**src/rtl/weight_fetch_streamer_if.sv**
```systemverilog
// Command, weight-memory and weight-stream signals of weight_fetch_streamer.
// master = streamer side, slave = memory/controller/MAC environment.
interface weight_fetch_streamer_if #(
  parameter int DATA_WIDTH = 32,
  parameter int ADDR_WIDTH = 10,
  parameter int LEN_WIDTH  = ADDR_WIDTH + 1
);
  logic                  start;
  logic [ADDR_WIDTH-1:0] base_addr;
  logic [LEN_WIDTH-1:0]  num_words;
  logic                  busy;
  logic                  done;
  logic [ADDR_WIDTH-1:0] mem_addr;
  logic [DATA_WIDTH-1:0] mem_data;
  logic                  w_valid;
  logic [DATA_WIDTH-1:0] w_data;
  logic                  w_last;
  logic                  w_ready;
  logic [DATA_WIDTH-1:0] checksum;

  modport master (
    input  start, base_addr, num_words, mem_data, w_ready,
    output busy, done, mem_addr, w_valid, w_data, w_last, checksum
  );

  modport slave (
    output start, base_addr, num_words, mem_data, w_ready,
    input  busy, done, mem_addr, w_valid, w_data, w_last, checksum
  );
endinterface

```
**src/rtl/weight_fetch_streamer.sv**
```systemverilog
// Streams num_words weights from base_addr as registered valid/ready beats; first beat 2 cycles after start,
// one beat/cycle, holds under w_ready=0. Block checksum enabled by WEIGHT_CHECKSUM_EN.
module weight_fetch_streamer #(
  parameter int DATA_WIDTH = 32,
  parameter int ADDR_WIDTH = 10,
  parameter int LEN_WIDTH  = ADDR_WIDTH + 1
) (
  input logic                     clk,
  input logic                     rst,
  weight_fetch_streamer_if.master bus
);

  typedef enum logic {IDLE, FETCH} state_t;

  state_t                state, state_nxt;
  logic [ADDR_WIDTH-1:0] cur_addr, cur_addr_nxt;
  logic [LEN_WIDTH-1:0]  remaining, remaining_nxt;
  logic                  w_valid_q, w_valid_nxt;
  logic [DATA_WIDTH-1:0] w_data_q, w_data_nxt;
  logic                  w_last_q, w_last_nxt;
  logic                  done_q, done_nxt;
  logic                  start_ok, fire, load;

  always_ff @(posedge clk or posedge rst) begin
    if (rst) begin
      state     <= IDLE;
      cur_addr  <= '0;
      remaining <= '0;
      w_valid_q <= 1'b0;
      w_data_q  <= '0;
      w_last_q  <= 1'b0;
      done_q    <= 1'b0;
    end else begin
      state     <= state_nxt;
      cur_addr  <= cur_addr_nxt;
      remaining <= remaining_nxt;
      w_valid_q <= w_valid_nxt;
      w_data_q  <= w_data_nxt;
      w_last_q  <= w_last_nxt;
      done_q    <= done_nxt;
    end
  end

  always_comb begin
    state_nxt     = state;
    cur_addr_nxt  = cur_addr;
    remaining_nxt = remaining;
    w_valid_nxt   = w_valid_q;
    w_data_nxt    = w_data_q;
    w_last_nxt    = w_last_q;
    done_nxt      = 1'b0;
    start_ok      = (state == IDLE) && bus.start;
    fire          = w_valid_q && bus.w_ready;
    load          = (state == FETCH) && (remaining != '0) && (!w_valid_q || bus.w_ready);

    case (state)
      IDLE: begin
        if (bus.start) begin
          if (bus.num_words != '0) begin
            state_nxt     = FETCH;
            cur_addr_nxt  = bus.base_addr;
            remaining_nxt = bus.num_words;
          end else begin
            done_nxt = 1'b1;
          end
        end
      end
      FETCH: begin
        // A refill takes priority; otherwise a consumed beat empties the output register.
        if (load) begin
          w_data_nxt    = bus.mem_data;
          w_valid_nxt   = 1'b1;
          w_last_nxt    = (remaining == LEN_WIDTH'(1));
          cur_addr_nxt  = cur_addr + ADDR_WIDTH'(1);
          remaining_nxt = remaining - LEN_WIDTH'(1);
        end else if (fire) begin
          w_valid_nxt = 1'b0;
          w_last_nxt  = 1'b0;
        end
        if (fire && w_last_q) begin
          state_nxt = IDLE;
          done_nxt  = 1'b1;
        end
      end
    endcase
  end

  assign bus.busy     = (state != IDLE);
  assign bus.done     = done_q;
  assign bus.mem_addr = cur_addr;
  assign bus.w_valid  = w_valid_q;
  assign bus.w_data   = w_data_q;
  assign bus.w_last   = w_last_q;

`ifdef WEIGHT_CHECKSUM_EN
  logic [DATA_WIDTH-1:0] checksum_q;

  always_ff @(posedge clk or posedge rst) begin
    if (rst) begin
      checksum_q <= '0;
    end else if (start_ok) begin
      checksum_q <= '0;
    end else if (fire) begin
      checksum_q <= checksum_q + w_data_q;
    end
  end

  assign bus.checksum = checksum_q;
`else
  assign bus.checksum = '0;
`endif

endmodule

```
**src/flat_wrapper.sv**
```systemverilog
// flat-port wrapper written by rule: the top's interface ports become plain ports
module weight_fetch_streamer_flat 
#(
  parameter int DATA_WIDTH = 32,
  parameter int ADDR_WIDTH = 10,
  parameter int LEN_WIDTH  = ADDR_WIDTH + 1
)
  (clk, rst, bus_start, bus_base_addr, bus_num_words, bus_mem_data, bus_w_ready, bus_busy, bus_done, bus_mem_addr, bus_w_valid, bus_w_data, bus_w_last, bus_checksum);
  weight_fetch_streamer_if #(.DATA_WIDTH(DATA_WIDTH), .ADDR_WIDTH(ADDR_WIDTH), .LEN_WIDTH(LEN_WIDTH)) bus_i ();
  input logic clk;
  input logic rst;
  input wire logic [$bits(bus_i.start)-1:0] bus_start;
  input wire logic [$bits(bus_i.base_addr)-1:0] bus_base_addr;
  input wire logic [$bits(bus_i.num_words)-1:0] bus_num_words;
  input wire logic [$bits(bus_i.mem_data)-1:0] bus_mem_data;
  input wire logic [$bits(bus_i.w_ready)-1:0] bus_w_ready;
  output wire logic [$bits(bus_i.busy)-1:0] bus_busy;
  output wire logic [$bits(bus_i.done)-1:0] bus_done;
  output wire logic [$bits(bus_i.mem_addr)-1:0] bus_mem_addr;
  output wire logic [$bits(bus_i.w_valid)-1:0] bus_w_valid;
  output wire logic [$bits(bus_i.w_data)-1:0] bus_w_data;
  output wire logic [$bits(bus_i.w_last)-1:0] bus_w_last;
  output wire logic [$bits(bus_i.checksum)-1:0] bus_checksum;
  assign bus_i.start = bus_start;
  assign bus_i.base_addr = bus_base_addr;
  assign bus_i.num_words = bus_num_words;
  assign bus_i.mem_data = bus_mem_data;
  assign bus_i.w_ready = bus_w_ready;
  assign bus_busy = bus_i.busy;
  assign bus_done = bus_i.done;
  assign bus_mem_addr = bus_i.mem_addr;
  assign bus_w_valid = bus_i.w_valid;
  assign bus_w_data = bus_i.w_data;
  assign bus_w_last = bus_i.w_last;
  assign bus_checksum = bus_i.checksum;
  weight_fetch_streamer #(.DATA_WIDTH(DATA_WIDTH), .ADDR_WIDTH(ADDR_WIDTH), .LEN_WIDTH(LEN_WIDTH)) u_core (.clk(clk), .rst(rst), .bus(bus_i));
endmodule
```
**config.mk**
```make
export PLATFORM = sky130hd
export DESIGN_NAME = weight_fetch_streamer_flat
export DESIGN_NICKNAME = d
export VERILOG_FILES = /design/src/rtl/weight_fetch_streamer_if.sv /design/src/rtl/weight_fetch_streamer.sv /design/src/flat_wrapper.sv
export SDC_FILE = /design/constraint.sdc
export NUM_CORES = 1
export LEC_CHECK = 0
export CAP_MARGIN = 25
export CORE_ASPECT_RATIO = 0.6
export CORE_MARGIN = 1.5
export CORE_UTILIZATION = 43
export CTS_CLUSTER_DIAMETER = 200
export DETAILED_ROUTE_END_ITERATION = 6
export GPL_TIMING_DRIVEN = 0
export PLACE_DENSITY = 0.81
export RECOVER_POWER = 25
export SLEW_MARGIN = 30
export SYNTH_ARGS = -nofsm -noshare
export SYNTH_HDL_FRONTEND = slang
export SYNTH_SLANG_ARGS = --single-unit
```
**constraint.sdc**
```tcl
create_clock -name clk -period 2.5 [get_ports clk]
set_input_delay 0.25 -clock clk [delete_from_list [all_inputs] [get_ports clk]]
set_output_delay 0.25 -clock clk [all_outputs]
set_load 0.05 [all_outputs]
```
Word level (Yosys, flattened, before mapping)
Cells that the tools add are included.
{ "classes": {"n_addsub": 2, "eq_ne": 4, "mux": 19, "bitwise": 1, "reduce_logical": 12} }
{ "op_table": {"columns": ["operator", "count"], "rows": [
  ["$mux W11", 3],
  ["$mux W10", 3],
  ["$pmux W11 S2", 1],
  ["$reduce_bool A11 Y1", 2],
  ["$pmux W10 S2", 1],
  ["$eq A11 B1 Y1 const B", 1],
  ["$sub A11 B1 Y11 const B", 1],
  ["$add A10 B1 Y10 const B", 1],
  ["$mux W1", 9],
  ["$ne A2 B2 Y1 const B", 3],
  ["$logic_and A1 B1 Y1", 4],
  ["$pmux W1 S2", 2],
  ["$reduce_and A2 Y1", 2],
  ["$reduce_and A3 Y1", 1],
  ["$reduce_bool A2 Y1", 1],
  ["$logic_not A1 Y1", 1],
  ["$logic_or A1 B1 Y1", 1],
  ["$not A1 Y1", 1]
]} }
{ "totals": {"regBits": 57, "wordCells": 45} }

Longest topological paths before layout
Gate-level depths: netlist (run 1).
{ "depth": {"word_depth": 5, "mapped_depth": 9} }

Least setup slack after synthesis (run 1)
No wires, ideal clock.
{ "synth_timing": {"path_type": "reg-to-reg", "start": "reg u_core.state (netlist: u_core.bus.busy)", "end": "reg u_core.w_data_q[10] (netlist: u_core.bus.w_data[10])", "t_arrival_ns": 1.826, "required_ns": 2.375, "path_slack_ns": 0.549, "stages_incl_launch_ff": 8, "path_buffers": 3, "synth_period_minus_slack_ns": 1.951, "cell_sequence": "dfrtp_1 -> buf_6 -> inv_2 -> a21oi_2 -> and2_1 -> buf_6 -> buf_6 -> mux2_4"} }
{ "synth_via": {"elab_chain_cells": 3} }
{ "synth_rtl": {"columns": ["element", "line_no", "rtl"], "rows": [
  ["from (decl)", "weight_fetch_streamer.sv:15", "state_t state, state_nxt;"],
  ["from (signal assigned)", "weight_fetch_streamer.sv:34", "state <= state_nxt;"],
  ["$logic_and A1 B1 Y1 (2 in a row)", "weight_fetch_streamer.sv:54", "load = (state == FETCH) && (remaining != '0) && (!w_valid_q || bus.w_ready);"],
  ["$reduce_and A2 Y1 (no source line) *", null, null],
  ["to (signal assigned)", "weight_fetch_streamer.sv:38", "w_data_q <= w_data_nxt;"],
  ["to (decl)", "weight_fetch_streamer.sv:19", "logic [DATA_WIDTH-1:0] w_data_q, w_data_nxt;"]
]} }
Mark *: on every way between the ends. The rest lies on a longest branch, timed or not.
A chain may end at the register's enable or synchronous reset.

Worst setup path in the final report (run 1)
{ "layout_timing": {"start": "reg u_core.remaining[0]", "end": "reg u_core.w_data_q[27] (netlist: u_core.bus.w_data[27])"} }
{ "layout_via": {"elab_chain_cells": 4} }
{ "layout_rtl": {"columns": ["element", "line_no", "rtl"], "rows": [
  ["from (decl)", "weight_fetch_streamer.sv:17", "logic [LEN_WIDTH-1:0] remaining, remaining_nxt;"],
  ["from (signal assigned)", "weight_fetch_streamer.sv:36", "remaining <= remaining_nxt;"],
  ["$reduce_bool A11 Y1", "weight_fetch_streamer.sv:54", null],
  ["$logic_and A1 B1 Y1 (2 in a row)", "weight_fetch_streamer.sv:54", null],
  ["$reduce_and A2 Y1 (no source line)", null, null]
]} }
Every way passes these cells.

==> run_results.csv, run 1 <==
group,metric,value,unit
drt,drtAntennaViolNets,0,
clock_tree,postCtsHoldBufs,0,
finish,layout-drive-gt1-share,0.250,
global_routing,grt_max_degree,34,
pwr,seq_power_share,0.279,
sta,final_max_slew_viol_count,0,
logic_synthesis,synth_ff_type,"dfrtp_1",
pwr,power.density,1190,nW/um^2
drt,drc,0,
floorplanning,fp.dieH,69.5,um
finish,syn_to_final_growth,49.7,%
logic_synthesis,yosysTopAreaCell,"dfrtp_1",
critical_path,r2r_cells,8,
logic_synthesis,async_reset_ff_frac,1.00,
clock_tree,cts_root_buf,"clkbuf_16",
finish,final_core_util,0.659,
global_routing,grt_pass1_wl,13.8,mm
critical_path,cp-end-kind,"flip-flop",
finish,insertedDiodeCount,0,
sta,finClkSkew,8.51,ps
sta,setup_slack,397,ps
clock_tree,cts_buffers,9,
drt,drt_iter0_markers,199,
pwr,power.share.clock,0.233,
pwr,power.internal,3.24,mW
logic_synthesis,netlist_instances,275,
job,max_cap_violations,0,
logic_synthesis,yosys.area.top_type_share,0.450,
finish,fin_area,4750,um^2
logic_synthesis,synth_cell_types,55,
placement,dp_hpwl,6.46,mm
floorplanning,core_area,7210,um^2
logic_synthesis,synth_area_leaders,"dfrtp_1, mux2_4, buf_4",
run_status,status,"complete, no violations",
placement,dpl-instance-area,4450,um^2
sta,fin_crit_sh,0.841,
sta,hold_viol_final,0,
floorplanning,start_util,0.440,
pwr,p_leak,2.20,nW
logic_synthesis,synth_edf_count,0,
sta,fmax,0.475,GHz
floorplanning,die-width,114,um
drt,viasPerCell,5.12,
drt,firstDrtPassIters,5,
clock_tree,clkTransAtPathRegs,50,ps
pwr,power,5.63,mW
placement,numPortBuffers,102,
clock_tree,clockBufferDepth,2,
logic_synthesis,ys_seq_area_frac,0.450,
critical_path,reg2reg_to,"u_core.bus.w_data[27]",
global_routing,grtUsageTotal,0.230,
critical_path,worst-r2r-setup-slack,400,ps
sta,slew_headroom,0.269,
critical_path,reg2reg_from,"u_core.remaining[0]",
sta,fin_crit,2100,ps
floorplanning,ios,135,
logic_synthesis,syn_avg_cell_area,11.5,um^2
clock_tree,postCtsSetupRepairBufs,0,
floorplanning,dieArea,7920,um^2
clock_tree,insertion_delay,330,ps
pwr,power_switching,2.39,mW
global_routing,gr-total-overflow,0,
logic_synthesis,synth_area,3170,um^2
worst_hold_path,hold-path-cell-count,1,
pwr,power_frac_comb,0.488,
placement,pre_cts_ws,180,ps
drt,vias,2639,
critical_path,path_max_fanout,10,
global_routing,grt_pass1_vias,2650,
critical_path,cp-start-kind,"flip-flop",
worst_hold_path,min_path_type,"flip-flop to flip-flop",
placement,gp_congestion,0.927,
worst_hold_path,min-delay-start,"u_core.bus.w_data[26]",
critical_path,crit_start,"u_core.remaining[0]",
logic_synthesis,ys_ff_latch,57,
clock_tree,cts_max_level,3,
floorplanning,num_rows,24,
drt,wl_per_cell,17.1,um
clock_tree,cts.sinks,57,
pwr,ir_drop,0.000548,V
finish,fin_nets,480,
worst_hold_path,hold-path-endpoint,"u_core.bus.w_data[26]",
critical_path,arrival,2310,ps
sta,rsz0062_at_grt,"no",
pwr,p_sw_frac,0.425,
critical_path,worstPathRequired,2710,ps
clock_tree,cts_tree,"built",
logic_synthesis,ys_warn_count,0,
critical_path,critPathKind,"flip-flop to flip-flop",
global_routing,antenna_found_initial,0,
sta,setup_viol,0,
sta,tightestPinTransition,1090,ps
drt,finalWirelength,8.79,mm
clock_tree,cts_resized,0,
-- worst max path at each step --
| stage | to |
|---|---|
| final | u_core.bus.w_data[27] |
| after global routing | u_core.bus.mem_addr[5] |
| after CTS | u_core.bus.w_data[24] |
| after detailed placement | u_core.bus.mem_addr[8] |
| after global placement | u_core.bus.mem_addr[0] |
| after floorplan | u_core.bus.w_data[10] |
-- critical path, stage by stage, from the launching register on --
cell     delay [ps]
dfrtp_1         420
inv_1           130
ha_1            190
and2b_1         260
nand4_4         170
and2_1          190
buf_6           150
buf_6           160
mux2_4          310
-- layer usage --
metal	global-route usage	wire (um)	vias up
li1	-	-	1218
met4	0.0681	99	0
met1	0.307	3830	1265
met2	0.338	3910	142
met5	0	0	-
met3	0.101	947	14
-- flip-flops by register name, summed over array words and instances, names as in the netlist --
name                 cells
u_core.bus.w_data       32
u_core.remaining        11
u_core.bus.mem_addr     10
u_core.bus.busy          1
u_core.bus.done          1
u_core.bus.w_last        1
u_core.bus.w_valid       1
-- cells in the final DEF, fill, tap and decap left out, types with 3 or more instances in the layout --
cell type,instances
o22ai_1,6
nand2_1,16
clkbuf_16,9
a21o_1,5
conb_1,32
clkbuf_1,3
a21oi_1,9
and3_1,4
ha_1,3
nand4_1,3
nand3_1,21
mux2_2,5
buf_4,33
clkdlybuf4s50_1,101
dfrtp_1,57
o21ai_0,6
inv_1,5
nor2_1,11
mux2_4,28
mux2i_1,4
buf_6,7
-- logic make-up after synthesis --
group	share of synthesized area
AO/OA/AOI/OAI	0.115
adder cells (fa/ha/maj)	0.0118
buffers and inverters	0.119
flip-flops	0.450
multiplexers	0.163
other	0.00118
AND/OR/NAND/NOR	0.140
-- per-stage QoR --
stage	hold WS (ps)	instances	setup TNS (ps)
2_1_floorplan	398	306	0
3_3_place_gp	490	499	-12740
3_5_place_dp	492	500	0
4_1_cts	256	515	0
5_1_grt	519	515	0
6_report	508	515	0
-- Yosys cell counts, types with 5 or more instances --
| master | instances |
|---|---|
| dfrtp_1 | 57 |
| a21o_1 | 5 |
| mux2_2 | 5 |
| inv_1 | 6 |
| a21oi_1 | 9 |
| nand2_1 | 16 |
| buf_6 | 7 |
| nand3_1 | 21 |
| buf_4 | 33 |
| nor2_1 | 11 |
| mux2_4 | 28 |
| o21ai_0 | 6 |
| o22ai_1 | 6 |
-- power by group through the flow --
stage / Sequential (mW) / Combinational (mW) / Clock (mW)
floorplan: 2.32 / 1.13 / 0
global placement: 1.55 / 2.67 / 0
detailed placement: 1.57 / 2.74 / 0
CTS: 1.57 / 2.75 / 1.33
global route: 1.62 / 2.89 / 1.38
finish: 1.57 / 2.75 / 1.31
-- area by class of cell --
class                      count  area (um^2)
fill                         584         2460
multi-input combinational    196         1480
sequential                    57         1430
timing repair buffer         103         1030
buffer                        46          352
clock buffer                  10          239
tap                           91          114
clock inverter                 5         80.1
inverter                       7         27.5
No activity file was read; power rests on OpenSTA's default activity.
==> run 2, diff against run 1 <==
CORE_UTILIZATION = 39   (was 43)
PLACE_DENSITY = 0.77   (was 0.81)
clock period = 1.9 ns   (was 2.5 ns; I/O delays follow)
==> run 2 against run 1 <==
  * Final area grew 3.4%
  * Core utilization shrank 3.6 points
  * Final cell count grew 5.4%
  * First-iteration DRC count shrank 21%
==> run_results.csv, run 2 (synthesis results as in run 1) <==
group,metric,value,unit
sta,fin_crit_sh,0.979,
critical_path,cp-end-kind,"flip-flop",
finish,largest_reg_flops,32,
floorplanning,core_area,7880,um^2
global_routing,grt_busiest_layer,"met2",
run_status,status,"complete, no violations",
floorplanning,dieArea,8700,um^2
global_routing,use_met1,0.283,
clock_tree,cts_max_level,3,
placement,pre_cts_ws,-351,ps
finish,syn_to_final_growth,54.8,%
finish,fin_cells,543,
finish,layout-drive-gt1-share,0.283,
job,max_cap_violations,0,
floorplanning,fp.dieH,72.9,um
finish,insertedDiodeCount,0,
drt,finalWirelength,8.71,mm
placement,dp.cells,517,
clock_tree,cts_buffers,9,
placement,numPortBuffers,102,
sta,fmax,0.538,GHz
sta,setup_tns,0,ps
clock_tree,cts.sinks,57,
pwr,p_leak,2.26,nW
global_routing,grtUsageTotal,0.195,
critical_path,arrival,2050,ps
critical_path,critPathKind,"primary input to flip-flop",
drt,drt_iter0_markers,158,
clock_tree,cts_tree,"built",
global_routing,antenna_found_initial,0,
critical_path,worstPathRequired,2090,ps
pwr,ir_drop,0.000673,V
clock_tree,clockBufferDepth,2,
global_routing,grt_pass1_vias,2566,
sta,setup_slack,40.1,ps
worst_hold_path,min_path_type,"primary input to asynchronous set/reset pin",
clock_tree,clkTransAtPathRegs,50,ps
global_routing,gr-total-overflow,0,
floorplanning,die-width,119,um
critical_path,cp-start-kind,"primary input",
pwr,power.density,1530,nW/um^2
finish,final_common_cell,"clkdlybuf4s50_1",
drt,drtAntennaViolNets,0,
sta,tightestPinTransition,863,ps
sta,slew_headroom,0.421,
finish,final_cell_mix,"clkdlybuf4s50_1, dfrtp_1, buf_4, conb_1, mux2_4",
floorplanning,ios,135,
global_routing,use_met2,0.288,
placement,dp_hpwl,6.35,mm
clock_tree,insertion_delay,310,ps
global_routing,gr-usage-met3,0.0539,
global_routing,grt_max_degree,40,
sta,setup_viol,0,
clock_tree,cts_root_buf,"clkbuf_16",
drt,firstDrtPassIters,4,
drt,drc,0,
global_routing,grt_pass1_wl,13.2,mm
placement,gp_congestion,0.865,
critical_path,path_max_fanout,10,
sta,fin_crit,1860,ps
drt,viasPerCell,4.93,
drt,vias,2676,
floorplanning,num_rows,25,
sta,final_max_slew_viol_count,0,
sta,hold_viol_final,0,
sta,finClkSkew,5.60,ps
finish,fin_nets,491,
floorplanning,start_util,0.402,
drt,wl_per_cell,16.0,um
## run 2: changes by cell type in the layout (fill, tap and decap cells not counted), moves of 2 or more
cell / delta
buf_6: -3
buf_4: +10
buf_12: +3
inv_2: +2
clkinvlp_4: -2
inv_1: -2
a21oi_4: +2
a21oi_2: -2
## run 2: area by class of cell
cell class	count	area (um^2)
buffer	46	378
clock inverter	3	40.0
timing repair buffer	114	1110
tap	108	135
inverter	7	27.5
fill	665	2970
multi-input combinational	196	1540
clock buffer	12	256
sequential	57	1430
## run 2: repair_timing
action / in CTS / in global routing
hold buffers: 0 / 0
endpoints found under the hold margin: 0 / 0
setup buffers: 3 / 7
endpoints found under the setup margin: 39 / 38
gates resized for setup: 10 / 7
gates cloned: 0 / 1
## run 2: critical path, cell delays in order
cell and delay [ps]:
clkdlybuf4s50_1 490, nor4_4 450, a31oi_4 190, buf_2 260
nand3_1 120, o21ai_0 100, a211o_1 240
## run 2: final timing paths
kind	start	endpoint	slack [ps]	depth (start not counted)
setup / recovery	bus_num_words[9]	u_core.remaining[8]	40	7
hold / removal	rst	u_core.bus.done	470	2
setup reg to reg	u_core.remaining[1]	u_core.bus.w_data[6]	70	8
hold reg to reg	u_core.bus.w_data[7]	u_core.bus.w_data[7]	510	1
max in group asynchronous	rst	u_core.bus.w_data[10]	410	3
min in group clk	bus_base_addr[5]	u_core.bus.mem_addr[5]	470	3
## run 2: metrics by stage
stage          hold WS (ps)  utilization  instance area (um^2)  total power, mW
4_1_cts                 182        0.612                  4820             7.37
6_report                465        0.623                  4910             7.53
3_5_place_dp            491        0.567                  4470             5.68
5_1_grt                 484        0.623                  4910             7.86
2_1_floorplan           338            -                  3290             4.55
3_3_place_gp            490        0.564                  4450             5.57
## run 2: routing by layer
metal  wire length, um  share of wire  up-vias
met5                 0              0        -
met4                60         0.0069        0
met3               555          0.064        6
met2              4100           0.47      107
met1              4000           0.46     1319
li1                  -              -     1244
## run 2: power by group
part | internal (mW) | switching (mW)
Sequential | 1.64 | 0.428
Combinational | 1.63 | 2.25
Clock | 1.07 | 0.517
Total | 4.34 | 3.19
==> run 3, diff against run 2 <==
ABC_CLOCK_PERIOD_IN_PS = 1900   (was not set)
==> results of run 3 <==
The final DEF is identical to that of run 2; final timing and power are the same.
